File: src/rtl/mem_access_sequencer.sv
// Multicycle sequencer sharing one single-port memory between instruction fetch and load/store.
// Optional feature: define MEM_TIMEOUT_EN to fault (code 11) when MemAck does not arrive within TIMEOUT cycles.
module mem_access_sequencer #(
    parameter logic [15:0] TIMEOUT = 16'd255
) (
    input  logic        Clock,
    input  logic        Reset,
    input  logic        Run,
    input  logic [31:0] PC,
    input  logic        DpMemRead,
    input  logic        DpMemWrite,
    input  logic [31:0] DpAddr,
    input  logic [31:0] DpWData,
    output logic [31:0] Inst,
    output logic [31:0] Data,
    output logic        Step,
    output logic        MemReq,
    output logic        MemWe,
    output logic [31:0] MemAddr,
    output logic [31:0] MemWData,
    input  logic [31:0] MemRData,
    input  logic        MemAck,
    output logic        Busy,
    output logic        Fault,
    output logic [1:0]  FaultCode,
    output logic [31:0] InstCount
);

    localparam logic [2:0] S_IDLE   = 3'd0;
    localparam logic [2:0] S_FETCH  = 3'd1;
    localparam logic [2:0] S_DECODE = 3'd2;
    localparam logic [2:0] S_DATA   = 3'd3;
    localparam logic [2:0] S_COMMIT = 3'd4;
    localparam logic [2:0] S_FAULT  = 3'd5;

    localparam logic [1:0] FC_NONE      = 2'b00;
    localparam logic [1:0] FC_MISALIGN  = 2'b01;
    localparam logic [1:0] FC_CONFLICT  = 2'b10;
    localparam logic [1:0] FC_TIMEOUT   = 2'b11;

    logic [2:0]  state;
    logic [2:0]  state_nxt;
    logic [1:0]  fault_code;
    logic [1:0]  fault_code_nxt;
    logic [31:0] data_addr;
    logic [31:0] data_wdata;
    logic        data_we;
    logic [31:0] inst_count;
    logic        fetch_req;
    logic        data_req;
    logic        mem_req;
    logic        wait_expired;

    // A misaligned PC never reaches the memory: the request is suppressed in the same cycle.
    assign fetch_req = (state == S_FETCH) && (PC[1:0] == 2'b00);
    assign data_req  = (state == S_DATA);
    assign mem_req   = fetch_req || data_req;

`ifdef MEM_TIMEOUT_EN
    logic [15:0] wait_cnt;
    logic [15:0] wait_cnt_inc;

    assign wait_cnt_inc = wait_cnt + 16'd1;
    assign wait_expired = (wait_cnt_inc >= TIMEOUT);

    always_ff @(posedge Clock) begin
        if (Reset || !mem_req || MemAck) begin
            wait_cnt <= 16'd0;
        end else begin
            wait_cnt <= wait_cnt_inc;
        end
    end
`else
    logic unused_timeout;

    assign unused_timeout = ^TIMEOUT;
    assign wait_expired   = 1'b0;
`endif

    always_comb begin
        state_nxt      = state;
        fault_code_nxt = fault_code;
        case (state)
            S_IDLE: begin
                if (Run) state_nxt = S_FETCH;
            end
            S_FETCH: begin
                if (PC[1:0] != 2'b00) begin
                    state_nxt      = S_FAULT;
                    fault_code_nxt = FC_MISALIGN;
                end else if (MemAck) begin
                    state_nxt = S_DECODE;
                end else if (wait_expired) begin
                    state_nxt      = S_FAULT;
                    fault_code_nxt = FC_TIMEOUT;
                end
            end
            S_DECODE: begin
                if (DpMemRead && DpMemWrite) begin
                    state_nxt      = S_FAULT;
                    fault_code_nxt = FC_CONFLICT;
                end else if ((DpMemRead || DpMemWrite) && (DpAddr[1:0] != 2'b00)) begin
                    state_nxt      = S_FAULT;
                    fault_code_nxt = FC_MISALIGN;
                end else if (DpMemRead || DpMemWrite) begin
                    state_nxt = S_DATA;
                end else begin
                    state_nxt = S_COMMIT;
                end
            end
            S_DATA: begin
                if (MemAck) begin
                    state_nxt = S_COMMIT;
                end else if (wait_expired) begin
                    state_nxt      = S_FAULT;
                    fault_code_nxt = FC_TIMEOUT;
                end
            end
            S_COMMIT: begin
                state_nxt = Run ? S_FETCH : S_IDLE;
            end
            S_FAULT: begin
                state_nxt = S_FAULT;
            end
            default: begin
                state_nxt      = S_IDLE;
                fault_code_nxt = FC_NONE;
            end
        endcase
    end

    always_ff @(posedge Clock) begin
        if (Reset) begin
            state      <= S_IDLE;
            fault_code <= FC_NONE;
            Inst       <= 32'd0;
            Data       <= 32'd0;
            data_addr  <= 32'd0;
            data_wdata <= 32'd0;
            data_we    <= 1'b0;
            inst_count <= 32'd0;
        end else begin
            state      <= state_nxt;
            fault_code <= fault_code_nxt;
            if (fetch_req && MemAck) Inst <= MemRData;
            if (state == S_DECODE) begin
                data_addr  <= DpAddr;
                data_wdata <= DpWData;
                data_we    <= DpMemWrite;
            end
            if (data_req && MemAck && !data_we) Data <= MemRData;
            if (state == S_COMMIT) inst_count <= inst_count + 32'd1;
        end
    end

    assign MemReq    = mem_req;
    assign MemWe     = data_req && data_we;
    assign MemAddr   = fetch_req ? PC : (data_req ? data_addr : 32'd0);
    assign MemWData  = (data_req && data_we) ? data_wdata : 32'd0;
    assign Step      = (state == S_COMMIT);
    assign Busy      = (state != S_IDLE) && (state != S_FAULT);
    assign Fault     = (state == S_FAULT);
    assign FaultCode = fault_code;
    assign InstCount = inst_count;

endmodule

File: config.mk
export PLATFORM = sky130hd
export DESIGN_NAME = mem_access_sequencer
export DESIGN_NICKNAME = d
export VERILOG_FILES = /design/src/rtl/mem_access_sequencer.sv
export SDC_FILE = /design/constraint.sdc
export NUM_CORES = 1
export LEC_CHECK = 0
export CAP_MARGIN = 0
export CORE_MARGIN = 2
export CORE_UTILIZATION = 39
export CTS_BUF_LIST = sky130_fd_sc_hd__clkbuf_8
export CTS_CLUSTER_SIZE = 16
export DETAILED_ROUTE_END_ITERATION = 7
export PLACE_DENSITY = 0.75
export REMOVE_ABC_BUFFERS = 1
export SYNTH_ARGS = -nofsm -noshare
export SYNTH_HDL_FRONTEND = slang
export SYNTH_SLANG_ARGS = --single-unit
File: constraint.sdc
create_clock -name Clock -period 2.05 [get_ports Clock]
set_clock_uncertainty 0.2 [all_clocks]
set_input_delay 0.41 -clock Clock [delete_from_list [all_inputs] [get_ports Clock]]
set_output_delay 0.41 -clock Clock [all_outputs]
set_load 0.1 [all_outputs]
Word-level counts from Yosys, hierarchy flattened

Cells that the tools add are included.
W data, S select, Z words.

Bits in registers: 166
Input port bits: 134

Add/sub/neg operators: 1
Equal/unequal tests: 11
Muxes and demuxes: 16
Bitwise logic cells: 1
Reductions and logical operators: 19

Operators by type and width:

| operator                | count |
|---|---|
| $mux W32                | 3 |
| $add A32 B1 Y32 const B | 1 |
| $mux W3                 | 7 |
| $pmux W3 S6             | 1 |
| $logic_and A1 B1 Y1     | 8 |
| $eq A3 B2 Y1 const B    | 2 |
| $eq A3 B3 Y1 const B    | 2 |
| $mux W2                 | 3 |
| $ne A3 B3 Y1 const B    | 2 |
| $pmux W2 S3             | 1 |
| $reduce_and A3 Y1       | 2 |
| $ne A2 B2 Y1 const B    | 2 |
| $reduce_bool A2 Y1      | 2 |
| $reduce_or A4 Y1        | 1 |
| $eq A3 B1 Y1 const B    | 1 |
| $logic_not A3 Y1        | 1 |
| $ne A3 B2 Y1 const B    | 1 |
| $reduce_bool A3 Y1      | 1 |
| $logic_not A2 Y1        | 1 |
| $logic_or A1 B1 Y1      | 2 |
| $ne A2 B1 Y1 const B    | 1 |
| $logic_not A1 Y1        | 1 |
| $mux W1                 | 1 |
| $not A1 Y1              | 1 |

Depth between registers and ports, before layout

Depth after elaboration: 5
Depth in mapped cells: 7

Worst setup path after synthesis

No wires, ideal clock.

Path type: register to register
From: register state[2]
To: register inst_count[2] (netlist: InstCount[2])
Arrival: 3.683 ns
Required time: 1.783 ns
Setup slack: -1.900 ns
Cell stages (with the launch flop): 6
Buffers on the path: 1
Period minus slack after synthesis: 3.950 ns
Cells stage by stage: dfxtp_1 -> clkbuf_1 -> nor3b_1 -> nand2_1 -> xor2_1 -> nor2_1

Longest elaborated chain between the ends: 1

RTL lines:

| what                   | RTL line | source |
|---|---|---|
| start, declared        | 41       | `logic [2:0] state;` |
| start signal, assigned | 143      | `state <= state_nxt;` |
| $eq A3 B3 Y1           | n/a      |  |
| net Step               | 16       | `output logic Step,` |
| end signal, assigned   | 152      | `if (state == S_COMMIT) inst_count <= inst_count + 32'd1;` |
| end, declared          | 48       | `logic [31:0] inst_count;` |

The timed path passes the listed nets, and every way through them passes these cells.
A chain may end at the register's enable or synchronous reset.

Worst setup path in the final report

From: register state[2]
To: output MemAddr[7]

Longest elaborated chain between the ends: 3
Elaborated cells on any way between the ends: 5

RTL lines:

| what                                            | RTL line | source |
|---|---|---|
| $eq A3 B2 Y1 or $eq A3 B1 Y1 (tied branches)    | 56, 55   |  |
| $mux W32 or $logic_and A1 B1 Y1 (tied branches) | 158, 55  |  |
| $mux W32 *                                      | 158      | `assign MemAddr = fetch_req ? PC : (data_req ? data_addr : 32'd0);` |
| end, declared                                   | 19       | `output logic [31:0] MemAddr,` |

Every way passes the cells marked *; elsewhere a longest branch is shown, timed or not.

==> impl_metrics.ini <==
[run_status]
status = finished with violations
violations = negative setup slack

[place]
place_area_sq_um = 12270
finalWeightedCongestion = 0.9320
io_buffers = 300
pre_cts_ws_ns = -0.4560
hpwl_um = 17350
dpl.cell_count = 1405

[detailed_routing]
drt_iter0_drc = 508
ant_nets = 0
via_count = 8082
wl_um = 28970
first_pass_iters = 5
drc = 0
viasPerCell = 5.461
avgRoutedWirePerCell_um = 19.57

[synth]
synth-main-ff-cell = dfxtp_1
synth-edff-count = 0
synth.area.mux_share_pct = 0.9654
synth_compound_area_share_pct = 16.90
ys_types = 45
synthDominantCellAreaShare_pct = 48.38
synth_top_family_by_area = simple AND/OR/NAND/NOR gates
yosys.area_share.simple_pct = 27.38
ys_seq_elements = 166
synth_adder_area_share_pct = 0.1821
avgSynthCellArea_sq_um = 7.841
ys_seq_area_share_pct = 48.38
async_flop_share_pct = 0
yosys-top-cells-area = dfxtp_1 48%, nand2_1 15%, a21oi_1 11%
ys_warn_count = 0
synth_xor_area_share_pct = 1.785
postSynthCellCount = 876
netlist_area_sq_um = 6869
synth_top_cell_by_area = dfxtp_1

[global_routing]
grt_max_degree = 51
antenna_found_initial = 4
overflow = 0
grt_pass1_wl_um = 40630
grt_util_all_layers_pct = 27.87
grt_pass1_vias = 7780

[timing]
finalCritPeriodShare_pct = 123.8
report.final.hold_viol_count = 0
setup_viol = 88
slew_viol_final = 0
max_slew_margin_pct = 57.12
period_needed_ns = 2.537
whs_ns = 0.2070
rsz0062_at_grt = yes
worst_slack_ns = -0.4874
fmax_mhz = 394.1
worst_pin_slew_ns = 0.6413

[finish]
layout-drive-gt1-share_pct = 34.21
layout_common_cells = 272 x nand2_1, 182 x buf_12, 160 x dfxtp_1
syn_to_final_growth_pct = 102.4
nets = 1373
layout_commonest_cell = nand2_1
nFillCells = 928
stdcell_count = 1480
finalInstanceArea_sq_um = 13900

[clock_network]
cts_root_buffer = clkbuf_8
clock_latency_ns = 0.46
ctsLongestPathBuffers = 2
clk_pin_slew_ns = 0.10
numClockSinks = 166
cts_buffers = 17
cts_tree = yes
cts-htree-levels = 4

[run]
drv_cap = 0

[power_and_ir_drop]
power_w = 0.007050
p_leak_nw = 5.192
ir_drop_v = 0.0003947
p_per_area_nw_per_um2 = 507.1

[worst_setup_path]
crit_type = flip-flop to output pin
worstPathArrival_ns = 1.93
ff2ff_setup_slack_ns = -0.22
worstPathMaxFanout = 8
cp.required_ns = 1.44
end_kind = output pin
critPathLaunchType = flip-flop

[die]
rows = 48
die-area_sq_um = 18690
start_util_pct = 39.85
core_area_sq_um = 17240
dieWidth_um = 136.7
ios = 301
die_y_um = 136.7

[worst_hold_path]
hp-class = input port to flip-flop
## final timing paths
kind	startpoint	to	depth (start not counted)
worst max-delay path	state[2]	MemAddr[7]	6
worst min-delay path	Reset	InstCount[24]	2
worst max register to register	InstCount[8]	InstCount[25]	5
worst min register to register	data_wdata[23]	data_wdata[23]	2
## area by class of cell
cell class | count | area (sq um) | share of cell area (%)
diodes | 4 | 10.01 | 0.07200
well taps | 225 | 281.5 | 2.025
repair buffers | 413 | 5873 | 42.25
flip-flops and latches | 166 | 3333 | 23.98
clock inverters | 13 | 155.1 | 1.116
multi-input cells | 635 | 3969 | 28.55
inverters | 5 | 18.77 | 0.1350
clock buffers | 19 | 261.5 | 1.881
## stage by stage
step	TNS [ns]	utilization (%)
floorplan	-331.68	-
global placement	-15.56	71.19
detailed placement	-17.90	71.19
CTS	-30.41	77.95
global route	-35.70	80.65
finish	-30.34	80.65
## timing repair
| item | CTS | global route |
|---|---|---|
| buffers inserted | 20 | 12 |
| endpoints found under the setup margin | 105 | 94 |
| resized for setup | 90 | 77 |
| hold buffers | 0 | 0 |
| pin swaps | 30 | 40 |
| cloned | 7 | 1 |
## Yosys cell counts (2+ instances only)
library cell,instances
clkbuf_1,61
nand2_1,272
and4_1,3
dfxtp_1,166
or2_2,2
a21oi_1,148
and3_1,34
and2_1,5
nand3_1,14
or3_1,3
or4_1,12
o22ai_1,3
nor3b_1,4
xnor2_1,12
o31ai_1,13
inv_1,5
nor3_1,5
nand3b_1,2
nand4_1,6
nor2b_1,7
nor4_1,10
nor2_1,21
buf_1,5
a22o_1,30
mux2_1,5
nand2b_1,3
o21ai_0,2
buf_2,5
xor2_1,2
## cells by family after synthesis
| group | after synthesis |
|---|---|
| muxes | 6 |
| buffers and inverters | 77 |
| xor gates and xnor gates | 14 |
| and+or+nand+nor | 412 |
| AOI/OAI and AO/OA | 200 |
| adders and majority gates | 1 |
| DFF | 166 |
## flip-flops by register name, summed over array words and instances (netlist names)
name        flops
Data           32
FaultCode       2
Inst           32
InstCount      32
data_addr      32
data_wdata     32
data_we         1
state           3
## critical path, stage by stage (launching register included)
cell	delay (ns)
dfxtp_2	0.35
buf_6	0.12
nor3_4	0.18
and2_4	0.28
buf_12	0.16
a22o_1	0.18
buf_12	0.18
## routing by layer
metal / part of all wire, % / track usage, %
met1: 35 / 30.24
met2: 51 / 48.67
met3: 9.1 / 9.259
met4: 5.0 / 13.48
met5: 0 / 0
## power by group
group	internal [W]	switching, W
logic	0.000594	0.000655
clock network	0.00127	0.00125
registers	0.00326	0.0000334
total	0.00512	0.00193
(Power assumes the default switching activity.)
